--- src/rtl/cxu_mac_pkg.sv ---
// Shared opcodes, status codes, FSM states and response bundle.
// sat_mac serves the CXU_MAC_SAT_EN build.
package cxu_mac_pkg;

  localparam logic [2:0] OP_MAC = 3'd0;
  localparam logic [2:0] OP_RD  = 3'd1;
  localparam logic [2:0] OP_WR  = 3'd2;
  localparam logic [2:0] OP_CLR = 3'd3;
  localparam logic [2:0] OP_HAM = 3'd4;

  localparam logic [2:0] ST_OK        = 3'd0;
  localparam logic [2:0] ST_BAD_FUNC  = 3'd1;
  localparam logic [2:0] ST_BAD_STATE = 3'd2;
  localparam logic [2:0] ST_BAD_CXU   = 3'd3;

  typedef enum logic [1:0] {
    S_IDLE,
    S_MUL,
    S_ACC
  } fsm_e;

  typedef struct packed {
    logic        valid;
    logic        state;
    logic [3:0]  status;
    logic [31:0] data;
  } resp_t;

  // Clamp the 64-bit signed product to 32 bits, then saturating add.
  function automatic logic [31:0] sat_mac(
    input logic [31:0] acc,
    input logic [63:0] prod
  );
    logic [31:0] pc;
    logic [32:0] s;
    if ((&prod[63:31]) | ~(|prod[63:31]))
      pc = prod[31:0];
    else
      pc = prod[63] ? 32'h8000_0000 : 32'h7FFF_FFFF;
    s = {acc[31], acc} + {pc[31], pc};
    if (s[32] == s[31])
      return s[31:0];
    return s[32] ? 32'h8000_0000 : 32'h7FFF_FFFF;
  endfunction

endpackage

--- src/rtl/cxu_iter_mul.sv ---
// Iterative 32x32 multiplier, MUL_BITS of B per cycle, LSB first.
// With CXU_MAC_SAT_EN the product is corrected to signed 64-bit.
module cxu_iter_mul #(
  parameter int MUL_BITS = 8
) (
  input  logic        clk,
  input  logic        rst,
  input  logic        abort,
  input  logic        start,
  input  logic [31:0] a_i,
  input  logic [31:0] b_i,
  output logic        last_o,
  output logic [63:0] prod_o
);

  localparam int N_ITER = 32 / MUL_BITS;
  localparam int CW = $clog2(N_ITER) + 1;
  localparam int ZW = 64 - MUL_BITS;

  logic [63:0]   mc_q, mc_d;
  logic [63:0]   p_q, p_d;
  logic [31:0]   mp_q, mp_d;
  logic [CW-1:0] cnt_q, cnt_d;
  logic          busy_q, busy_d;

  // The start edge already retires chunk 0.
  assign last_o = busy_q && (cnt_q == CW'(N_ITER - 1));

  always_comb begin
    mc_d   = mc_q;
    mp_d   = mp_q;
    p_d    = p_q;
    cnt_d  = cnt_q;
    busy_d = busy_q;
    if (abort) begin
      busy_d = 1'b0;
      cnt_d  = '0;
    end else if (start) begin
      p_d    = {32'b0, a_i} * {{ZW{1'b0}}, b_i[MUL_BITS-1:0]};
      mc_d   = {32'b0, a_i} << MUL_BITS;
      mp_d   = b_i >> MUL_BITS;
      cnt_d  = CW'(1);
      busy_d = (N_ITER > 1);
    end else if (busy_q) begin
      p_d    = p_q + mc_q * {{ZW{1'b0}}, mp_q[MUL_BITS-1:0]};
      mc_d   = mc_q << MUL_BITS;
      mp_d   = mp_q >> MUL_BITS;
      cnt_d  = cnt_q + CW'(1);
      busy_d = !last_o;
    end
  end

  always_ff @(posedge clk or posedge rst) begin
    if (rst) begin
      mc_q   <= '0;
      mp_q   <= '0;
      p_q    <= '0;
      cnt_q  <= '0;
      busy_q <= 1'b0;
    end else begin
      mc_q   <= mc_d;
      mp_q   <= mp_d;
      p_q    <= p_d;
      cnt_q  <= cnt_d;
      busy_q <= busy_d;
    end
  end

`ifdef CXU_MAC_SAT_EN
  logic [31:0] a0_q, a0_d;
  logic [31:0] b0_q, b0_d;

  always_comb begin
    a0_d = a0_q;
    b0_d = b0_q;
    if (start && !abort) begin
      a0_d = a_i;
      b0_d = b_i;
    end
  end

  always_ff @(posedge clk or posedge rst) begin
    if (rst) begin
      a0_q <= '0;
      b0_q <= '0;
    end else begin
      a0_q <= a0_d;
      b0_q <= b0_d;
    end
  end

  // Unsigned product minus the two's-complement sign terms.
  assign prod_o = p_q
                - (a0_q[31] ? {b0_q, 32'b0} : 64'b0)
                - (b0_q[31] ? {a0_q, 32'b0} : 64'b0);
`else
  assign prod_o = p_q;
`endif

endmodule

--- src/rtl/cxu_mac_responder.sv ---
// CX responder: multi-context MAC unit plus single-cycle helper ops.
// Define CXU_MAC_SAT_EN for signed saturating MAC.
module cxu_mac_responder
  import cxu_mac_pkg::*;
#(
  parameter logic [1:0] CXU_ID     = 2'd0,
  parameter int         NUM_STATES = 4,
  parameter int         MUL_BITS   = 8
) (
  input  logic        clk,
  input  logic        rst,
  input  logic        cx_rst,
  input  logic        cx_req_valid,
  input  logic [1:0]  cx_cxu_id,
  input  logic [1:0]  cx_state_id,
  input  logic [1:0]  cx_virt_state_id,
  input  logic [31:0] cx_insn,
  input  logic [24:0] cx_func,
  input  logic [31:0] cx_req_data0,
  input  logic [31:0] cx_req_data1,
  output logic        cx_resp_valid,
  output logic        cx_resp_state,
  output logic [3:0]  cx_resp_status,
  output logic [31:0] cx_resp_data
);

  localparam int N_ITER = 32 / MUL_BITS;

  fsm_e        state_q, state_d;
  logic [31:0] acc_q[4];
  logic [31:0] acc_d[4];
  logic [3:0]  dirty_q, dirty_d;
  logic [1:0]  sid_q, sid_d;
  logic        ovr_q, ovr_d;
  resp_t       resp_q, resp_d;
  logic        mul_start, mul_last;
  logic [63:0] prod;
  logic [31:0] mac_sum;
  logic [2:0]  op, err;
  logic        unused_ok;

  assign op = cx_func[2:0];

  cxu_iter_mul #(.MUL_BITS(MUL_BITS)) u_mul (
    .clk    (clk),
    .rst    (rst),
    .abort  (cx_rst),
    .start  (mul_start),
    .a_i    (cx_req_data0),
    .b_i    (cx_req_data1),
    .last_o (mul_last),
    .prod_o (prod)
  );

`ifdef CXU_MAC_SAT_EN
  assign mac_sum = sat_mac(acc_q[sid_q], prod);
  assign unused_ok = ^{cx_virt_state_id, cx_insn,
                       cx_func[24:3]};
`else
  assign mac_sum = acc_q[sid_q] + prod[31:0];
  assign unused_ok = ^{cx_virt_state_id, cx_insn,
                       cx_func[24:3], prod[63:32]};
`endif

  always_comb begin
    err = ST_OK;
    if (cx_cxu_id != CXU_ID)
      err = ST_BAD_CXU;
    else if (int'(cx_state_id) >= NUM_STATES)
      err = ST_BAD_STATE;
    else if (op > OP_HAM)
      err = ST_BAD_FUNC;
  end

  always_comb begin
    state_d   = state_q;
    acc_d     = acc_q;
    dirty_d   = dirty_q;
    sid_d     = sid_q;
    ovr_d     = ovr_q;
    resp_d    = resp_q;
    resp_d.valid = 1'b0;
    mul_start = 1'b0;
    case (state_q)
      S_IDLE: begin
        if (cx_req_valid) begin
          if (err == ST_OK && op == OP_MAC) begin
            mul_start = 1'b1;
            sid_d     = cx_state_id;
            ovr_d     = 1'b0;
            state_d   = (N_ITER == 1) ? S_ACC : S_MUL;
          end else begin
            resp_d.valid  = 1'b1;
            resp_d.state  = 1'b0;
            resp_d.status = {1'b0, err};
            resp_d.data   = '0;
            if (err == ST_OK) begin
              resp_d.state = dirty_q[cx_state_id];
              case (op)
                OP_RD:
                  resp_d.data = acc_q[cx_state_id];
                OP_WR: begin
                  resp_d.data  = acc_q[cx_state_id];
                  resp_d.state = 1'b1;
                  acc_d[cx_state_id]   = cx_req_data0;
                  dirty_d[cx_state_id] = 1'b1;
                end
                OP_CLR: begin
                  resp_d.state = 1'b0;
                  acc_d[cx_state_id]   = '0;
                  dirty_d[cx_state_id] = 1'b0;
                end
                OP_HAM:
                  resp_d.data = 32'($countones(
                    cx_req_data0 ^ cx_req_data1));
                default: ;
              endcase
            end
          end
        end
      end
      S_MUL: begin
        if (cx_req_valid) ovr_d = 1'b1;
        if (mul_last) state_d = S_ACC;
      end
      S_ACC: begin
        acc_d[sid_q]   = mac_sum;
        dirty_d[sid_q] = 1'b1;
        resp_d.valid   = 1'b1;
        resp_d.state   = 1'b1;
        resp_d.status  = {ovr_q | cx_req_valid, ST_OK};
        resp_d.data    = mac_sum;
        ovr_d          = 1'b0;
        state_d        = S_IDLE;
      end
      default: state_d = S_IDLE;
    endcase
    // Soft reset wins over any request or op in flight.
    if (cx_rst) begin
      state_d   = S_IDLE;
      acc_d     = '{default: '0};
      dirty_d   = '0;
      sid_d     = '0;
      ovr_d     = 1'b0;
      resp_d    = '0;
      mul_start = 1'b0;
    end
  end

  always_ff @(posedge clk or posedge rst) begin
    if (rst) begin
      state_q <= S_IDLE;
      acc_q   <= '{default: '0};
      dirty_q <= '0;
      sid_q   <= '0;
      ovr_q   <= 1'b0;
      resp_q  <= '0;
    end else begin
      state_q <= state_d;
      acc_q   <= acc_d;
      dirty_q <= dirty_d;
      sid_q   <= sid_d;
      ovr_q   <= ovr_d;
      resp_q  <= resp_d;
    end
  end

  assign cx_resp_valid  = resp_q.valid;
  assign cx_resp_state  = resp_q.state;
  assign cx_resp_status = resp_q.status;
  assign cx_resp_data   = resp_q.data;

endmodule

--- config.mk ---
export PLATFORM = sky130hd
export DESIGN_NAME = cxu_mac_responder
export DESIGN_NICKNAME = d
export VERILOG_FILES = /design/src/rtl/cxu_mac_pkg.sv /design/src/rtl/cxu_iter_mul.sv /design/src/rtl/cxu_mac_responder.sv
export SDC_FILE = /design/constraint.sdc
export NUM_CORES = 2
export LEC_CHECK = 0
export BUFFER_PORTS_ARGS = -buffer_cell sky130_fd_sc_hd__buf_2
export CORE_ASPECT_RATIO = 1.4
export CORE_MARGIN = 2
export CORE_UTILIZATION = 58
export DETAILED_ROUTE_END_ITERATION = 10
export PLACE_DENSITY = 0.73
export SLEW_MARGIN = 10
export SYNTH_ARGS = -nofsm -noshare
export SYNTH_HDL_FRONTEND = slang
export SYNTH_SLANG_ARGS = --single-unit
--- constraint.sdc ---
create_clock -name clk -period 17.8 [get_ports clk]
set_input_delay 3.56 -clock clk [delete_from_list [all_inputs] [get_ports clk]]
set_output_delay 3.56 -clock clk [all_outputs]
set_load 0.05 [all_outputs]
==> After elaboration in Yosys (flattened, before gate mapping) <==
Index checks and enable logic that the tools add are counted.
W data, S select, Z words.
{ "totals": {"elab_cells": 182, "out_inout_bits": 38, "ff_bits": 339, "input_bits": 131} }
{ "classes": {"n_lt_le_gt_ge": 9, "reduce_logical": 25, "n_mux": 70, "bitwise_logic": 11, "add_sub_neg": 34, "n_eq_ne": 14, "n_mul": 2} }
{ "ops": {"columns": ["operator", "count"], "rows": [
  ["$mux W128", 4],
  ["$pmux W128 S2", 2],
  ["$mux W32", 9],
  ["$bwmux W128", 2],
  ["$mux W64", 4],
  ["$and A128 B128 Y128", 1],
  ["$bmux W32 S2", 2],
  ["$demux W32 S2", 2],
  ["$not A128 Y128", 1],
  ["$mux W38", 3],
  ["$pmux W38 S2", 1],
  ["$add A64 B64 Y64", 1],
  ["$mul A64 B8 Y64", 1],
  ["$pmux W32 S2", 1],
  ["$mul A32 B8 Y40", 1],
  ["$add A1 B1 Y2", 16],
  ["$add A32 B32 Y32", 1],
  ["$xor A32 B32 Y32", 1],
  ["$add A2 B2 Y3", 8],
  ["$mux W2", 9],
  ["$add A3 B3 Y4", 4],
  ["$mux W1", 16],
  ["$mux W4", 4],
  ["$pmux W4 S2", 2],
  ["40 further kinds", 69]
]} }

==> Depth between registers and ports, before layout <==
{ "depth": {"depth_word": 13, "depth_mapped": 24, "ltp_nobuf": 23} }

==> Cells and area by module <==
Synthesis repeated with hierarchy kept, for this count alone.
{ "unflattened": {"hier_cells": 4717, "area_unflattened_um2": 41778.8} }
{ "by_module_without_submodules": {"columns": ["module", "cells_each", "n_inst", "area_per_inst_um2"], "rows": [
  ["cxu_iter_mul", 3223, 1, 28323.4],
  ["cxu_mac_responder", 1494, 1, 13455.4]
]} }

==> Worst setup path before layout <==
No wires, ideal clock.
{ "synth_path": {"path_type": "input-to-reg", "startpoint": "input cx_req_data0[11]", "endpoint": "register resp_q (netlist bit cx_resp_data[4])", "path_stages": 24, "required_time_ns": 17.682, "setup_ns": 0.118, "arrival_ns": 8.590, "path_slack_ns": 9.092, "path_cell_list": "clkbuf_1 -> xor2_1 -> fa_1 -> inv_1 -> fa_1 -> inv_1 -> fa_1 -> fa_1 -> inv_1 -> fa_1 -> fa_1 -> inv_1 -> ha_1 -> inv_1 -> fa_1 -> inv_1 -> a21o_1 -> a21oi_1 -> xnor2_1 -> a22oi_1 -> nor2_1 -> o21ai_0 -> a21oi_1 -> a21o_1"} }
{ "synth_via": {"elab_chain_len": 12} }
{ "synth_rtl": {"columns": ["item", "line", "source"], "rows": [
  ["from (decl)", "cxu_mac_responder.sv:19", "input logic [31:0] cx_req_data0,"],
  ["$xor A32 B32 Y32", "cxu_mac_responder.sv:115", "cx_req_data0 ^ cx_req_data1));"],
  ["$add A1 B1 Y2 (implied by the code)", "cxu_mac_responder.sv:114", "resp_d.data = 32'($countones("],
  ["$add A2 B2 Y3 (implied by the code)", "cxu_mac_responder.sv:114", null],
  ["$add A3 B3 Y4 (implied by the code)", "cxu_mac_responder.sv:114", null],
  ["$add A4 B4 Y5 (implied by the code)", "cxu_mac_responder.sv:114", null],
  ["$add A5 B5 Y6 (implied by the code)", "cxu_mac_responder.sv:114", null],
  ["$pmux W32 S2", "cxu_mac_responder.sv:99", "case (op)"],
  ["$mux W32", "cxu_mac_responder.sv:97", "if (err == ST_OK) begin"],
  ["$mux W38", "cxu_mac_responder.sv:87", "if (err == ST_OK && op == OP_MAC) begin"],
  ["$mux W38", "cxu_mac_responder.sv:86", "if (cx_req_valid) begin"],
  ["$pmux W38 S2", "cxu_mac_responder.sv:84", "case (state_q)"],
  ["$mux W38", "cxu_mac_responder.sv:139", "if (cx_rst) begin"],
  ["to (signal assigned)", "cxu_mac_responder.sv:164", "resp_q <= resp_d;"],
  ["to (decl)", "cxu_mac_responder.sv:35", "resp_t resp_q, resp_d;"]
]} }
Every way passes these cells. The select of a mux whose other input is x is not followed.
A chain may end at the register's enable or synchronous reset.

==> Worst setup path after layout <==
{ "layout_path": {"startpoint": "input cx_req_data1[1]", "endpoint": "register resp_q (netlist bit cx_resp_data[4])"} }
{ "layout_via": {"elab_chain_len": 12} }
{ "layout_rtl": {"columns": ["item", "line", "source"], "rows": [
  ["from (decl)", "cxu_mac_responder.sv:20", "input logic [31:0] cx_req_data1,"],
  ["$xor A32 B32 Y32", "cxu_mac_responder.sv:115", null],
  ["$add A1 B1 Y2 (implied by the code)", "cxu_mac_responder.sv:114", null],
  ["$add A2 B2 Y3 (implied by the code)", "cxu_mac_responder.sv:114", null],
  ["$add A3 B3 Y4 (implied by the code)", "cxu_mac_responder.sv:114", null],
  ["$add A4 B4 Y5 (implied by the code)", "cxu_mac_responder.sv:114", null],
  ["$add A5 B5 Y6 (implied by the code)", "cxu_mac_responder.sv:114", null],
  ["$pmux W32 S2", "cxu_mac_responder.sv:99", null],
  ["$mux W32", "cxu_mac_responder.sv:97", null],
  ["$mux W38", "cxu_mac_responder.sv:87", null],
  ["$mux W38", "cxu_mac_responder.sv:86", null],
  ["$pmux W38 S2", "cxu_mac_responder.sv:84", null],
  ["$mux W38", "cxu_mac_responder.sv:139", null]
]} }
Every way passes these cells. The select of a mux whose other input is x is not followed.

==> Flow_metrics.wiki <==
{| class="wikitable"
! Metric !! Value
|-
| Top routing layer in use || met4
|-
| Pin count of the biggest net entering global routing || 168
|-
| Critical path peak fanout || 31
|-
| Data arrival at the endpoint of the critical path || 9.53 ns
|-
| Post-route worst setup slack || 8.74 ns
|-
| Number of storage elements in the synthesis netlist || 258
|-
| Share of synthesized cell area in full adder, half adder and majority cells || 0.270
|-
| Commonest cells after routing, fill and taps aside || sky130_fd_sc_hd__nand2_1, sky130_fd_sc_hd__inv_1, sky130_fd_sc_hd__fa_1, sky130_fd_sc_hd__dfrtp_1, sky130_fd_sc_hd__o21ai_0
|-
| Total number of clock tree sinks || 258
|-
| Initial cell density of the core || 0.586
|-
| Number of top-level design ports || roughly 170
|-
| Post-CTS setup buffer count || 0
|-
| Share of flip-flops with an asynchronous set or reset || 1.00
|-
| Leading cell type in the layout, fill and taps excluded || sky130_fd_sc_hd__nand2_1
|-
| Standby leakage power || 14.1 nW
|-
| Number of optimization iterations in the first detailed-route pass || 9
|-
| Crit Path Category || in -> reg
|-
| Layout Cell Area excl Fill || 30400 um2
|-
| GRT overflow || 0
|-
| XOR/XNOR share of the synthesized area || 0.0384
|-
| Critical Path End Type || register
|-
| Core Util, Final || 0.622
|-
| Clock-pin slew on the worst setup and hold paths || approximately 0.07 ns
|-
| Area after detailed placement || 29500 um2
|-
| Largest cells by area after synthesis || sky130_fd_sc_hd__dfrtp_1, sky130_fd_sc_hd__fa_1, sky130_fd_sc_hd__nand2_1
|-
| Clock insertion delay at the later pin of the skew report || 0.58 ns
|-
| Post-detailed-placement half-perimeter wirelength || just under 70 mm
|-
| Min cycle time layout || between 9 and 10 ns
|-
| Die width || 192 um
|-
| Via count of the first global-routing pass || between 20000 and 30000
|-
| Number of max-cap violations || 0
|-
| Average via count per standard cell || ~6.6
|-
| Peak per-stage delay on the critical path || 0.56 ns
|-
| Floorplan row count || 96
|-
| Sum of met3 wire segment lengths after detailed routing || 8.86 mm
|-
| Instance count of the mapped netlist || 3220
|-
| Most used cell along the critical path || sky130_fd_sc_hd__fa_1
|-
| Data required time at the worst endpoint || around 18 ns
|-
| TritonCTS clock tree || built
|-
| Number of hold-slack violations in the final timing report || 0
|-
| Routed met1 length || 32.7 mm
|-
| I/O Buffers || between 100 and 150
|-
| CORE AREA || 48900 um2
|-
| Accumulated negative setup slack || 0 ns
|-
| Worst Hold Depth || 2
|-
| Share of cell area taken by muxes after synthesis || 0.0540
|-
| Post-Synth Simple-Gate Area || 0.149
|-
| Final nets || ~3700
|-
| Main synth FF type || sky130_fd_sc_hd__dfrtp_1
|-
| Status || finished, final reports clean
|-
| Die span in y || 267 um
|-
| Antenna violations before repair || 3
|-
| Sequential fraction of the synthesis area || 0.225
|-
| Number of cell instances on the worst register-to-register path || 20
|-
| Post-synth top area share || 0.225
|-
| Remaining DRCs || 0
|-
| Max Clock Skew || 0.0210 ns
|-
| Final wirelength || 93.7 mm
|-
| Final count of pins violating max slew || 0
|-
| Setup violations, final || 0
|-
| Starting DRC count in detailed routing || 2959
|-
| Post-place setup slack || between 8 and 9 ns
|-
| Crit-path cells || buf_2 > ha_1 > inv_1 > fa_1 > inv_1 > fa_1 > fa_1 > fa_1 > inv_1 > fa_1 > fa_1 > inv_1 > ha_1 > inv_1 > fa_1 > inv_1 > a21o_1 > a21oi_1 > xnor2_1 > a22oi_1 > nor2_1 > o21ai_0 > a21oi_1 > a21o_1
|-
| Fraction of layout instances using a drive strength above 1 || 0.0978
|-
| Power Dens Cells || 121 nW/um2
|-
| Top achievable clock speed || 110 MHz
|-
| Number of routed nets with antenna violations || 0
|-
| Combined area of the multi-input logic cells || 20000 um2
|-
| Hold Buf Count CTS || 0
|-
| Combinational family with the most area after synthesis || adder cells
|-
| Die area || 51200 um2
|-
| Inserted Clock Buffers || 26
|-
| Cell at the root of the clock tree || sky130_fd_sc_hd__clkbuf_16
|-
| Mapped cell area || 28600 um2
|-
| Slew margin rel. || 0.178
|-
| WL met2 || roughly 46 mm
|-
| Count of flip-flops with a built-in enable after synthesis || 0
|-
| First-pass GRT wire length || 147 mm
|-
| Clk buf depth || 3
|-
| Class of the tightest hold or removal check || reg -> reg
|-
| Type of origin of the critical path || input port
|-
| Number of instances resized during post-cts repair || 0
|-
| Synthesized netlist net count || 3783
|-
| Post-Synthesis Mean Instance Area || 8.89 um2
|-
| Via count || roughly 25000
|-
| Transition time at the pin with the least slew margin || 1.23 ns
|-
| Total of fill cells in the finished design || slightly above 4000
|-
| Compound-gate portion of the synthesized area || 0.183
|-
| RSZ-0062 raised after global routing || false
|-
| Routability-driven placement congestion ratio || 0.951
|-
| Global routing usage summed across all routing layers || 0.376
|-
| Wire length per cell after detailed routing || 24.5 um
|-
| Area added between synthesis and finish || 6.11%
|-
| CTS H-tree lvls || 1
|-
| Library cell occupying the most area in the post-synthesis netlist || sky130_fd_sc_hd__dfrtp_1
|-
| Standard cell with the maximum stage delay on the critical path || sky130_fd_sc_hd__fa_1
|-
| IR drop worst, VDD || 127 uV
|-
| Distinct cell type count after synthesis || 88
|-
| Ratio of final minimum period to clock period || 0.509
|-
| Area taken by flip-flops and latches || 6460 um2
|-
| Synth Warn # || 0
|}
==> through the flow <==
step	std cells	total power, mW	hold slack [ns]
after CTS	3828	3.65	0.472
after detailed placement	3780	3.04	0.456
after global placement	3780	2.97	0.449
after floorplan	3220	2.43	0.452
after global routing	3830	3.97	0.491
final	3830	3.67	0.469
==> cells by family (layout without fill, tap and decap cells) <==
logic type	Yosys count	after routing
muxes	73	73
buffers and inverters	603	574
AOI/OAI and AO/OA	786	786
DFF	258	258
other	1	3
adders and majority gates	432	432
and+or+nand+nor	943	943
xor gates and xnor gates	124	124
==> cells in the mapped netlist (35+ instances only) <==
cell type / count
sky130_fd_sc_hd__clkbuf_1: 177
sky130_fd_sc_hd__a21o_1: 36
sky130_fd_sc_hd__nand2_1: 470
sky130_fd_sc_hd__xor2_1: 52
sky130_fd_sc_hd__o21ai_0: 186
sky130_fd_sc_hd__xnor2_1: 70
sky130_fd_sc_hd__a22oi_1: 131
sky130_fd_sc_hd__ha_1: 121
sky130_fd_sc_hd__mux4_2: 65
sky130_fd_sc_hd__and2_1: 158
sky130_fd_sc_hd__inv_1: 379
sky130_fd_sc_hd__a21oi_1: 180
sky130_fd_sc_hd__fa_1: 311
sky130_fd_sc_hd__dfrtp_1: 258
sky130_fd_sc_hd__nor2_1: 179
sky130_fd_sc_hd__a222oi_1: 42
sky130_fd_sc_hd__nor3_1: 35
==> final timing paths <==
kind                                                  to  slack [ns]                     startpoint
max                          cx_resp_data[4]$_DFFE_PP0P_        8.74                cx_req_data1[1]
min                        cx_resp_status[3]$_DFFE_PP0P_        0.47  cx_resp_status[3]$_DFFE_PP0P_
max reg2reg                 u_mul.prod_o[31]$_DFFE_PP0P_       11.94      u_mul.mp_q[0]$_DFFE_PP0P_
min reg2reg                cx_resp_status[3]$_DFFE_PP0P_        0.47  cx_resp_status[3]$_DFFE_PP0P_
max in group asynchronous           sid_q[0]$_DFFE_PP0P_       13.25                            rst
min in group asynchronous          acc_q[63]$_DFFE_PP0P_        3.04                            rst
==> metal layers <==
metal	up-vias	GRT usage
met4	0	0.232
met3	378	0.0550
met1	12500	0.455
li1	10700	-
met2	1504	0.631
met5	-	0
==> flip-flops by register name (all words and copies together) (netlist names) <==
name and flops:
acc_q 128, cx_resp_data 32, cx_resp_state 1, cx_resp_status 3, cx_resp_valid 1, dirty_q 4
ovr_q 1, sid_q 2, state_q 2, u_mul.busy_q 1, u_mul.cnt_q 3, u_mul.mc_q 24
u_mul.mp_q 24, u_mul.prod_o 32
==> final cells by class <==
type                            instances  area share
Sequential cell                       258       0.213
Inverter                              379      0.0471
Timing Repair Buffer                  147      0.0276
Antenna cell                            2    0.000165
Tap cell                              637      0.0262
Multi-Input combinational cell       2359       0.657
Clock inverter                         13     0.00416
Clock buffer                           35      0.0252
==> power by group <==
part           switching, mW  internal [mW]  leakage, nW
Clock                  0.264          0.331        0.438
Sequential             0.131          0.653         3.48
Combinational           1.36          0.929         10.1
Total                   1.75           1.91         14.1
==> critical path, delay by kind of cell <==
kind | cells | cell delay [ns]
buffers and inverters | 7 | 1.06
xor gates and xnor gates | 1 | 0.13
and+or+nand+nor | 1 | 0.05
AOI/OAI and AO/OA | 6 | 0.86
adders and majority gates | 9 | 3.86
Note: power is estimated with default switching activity, not from simulation.
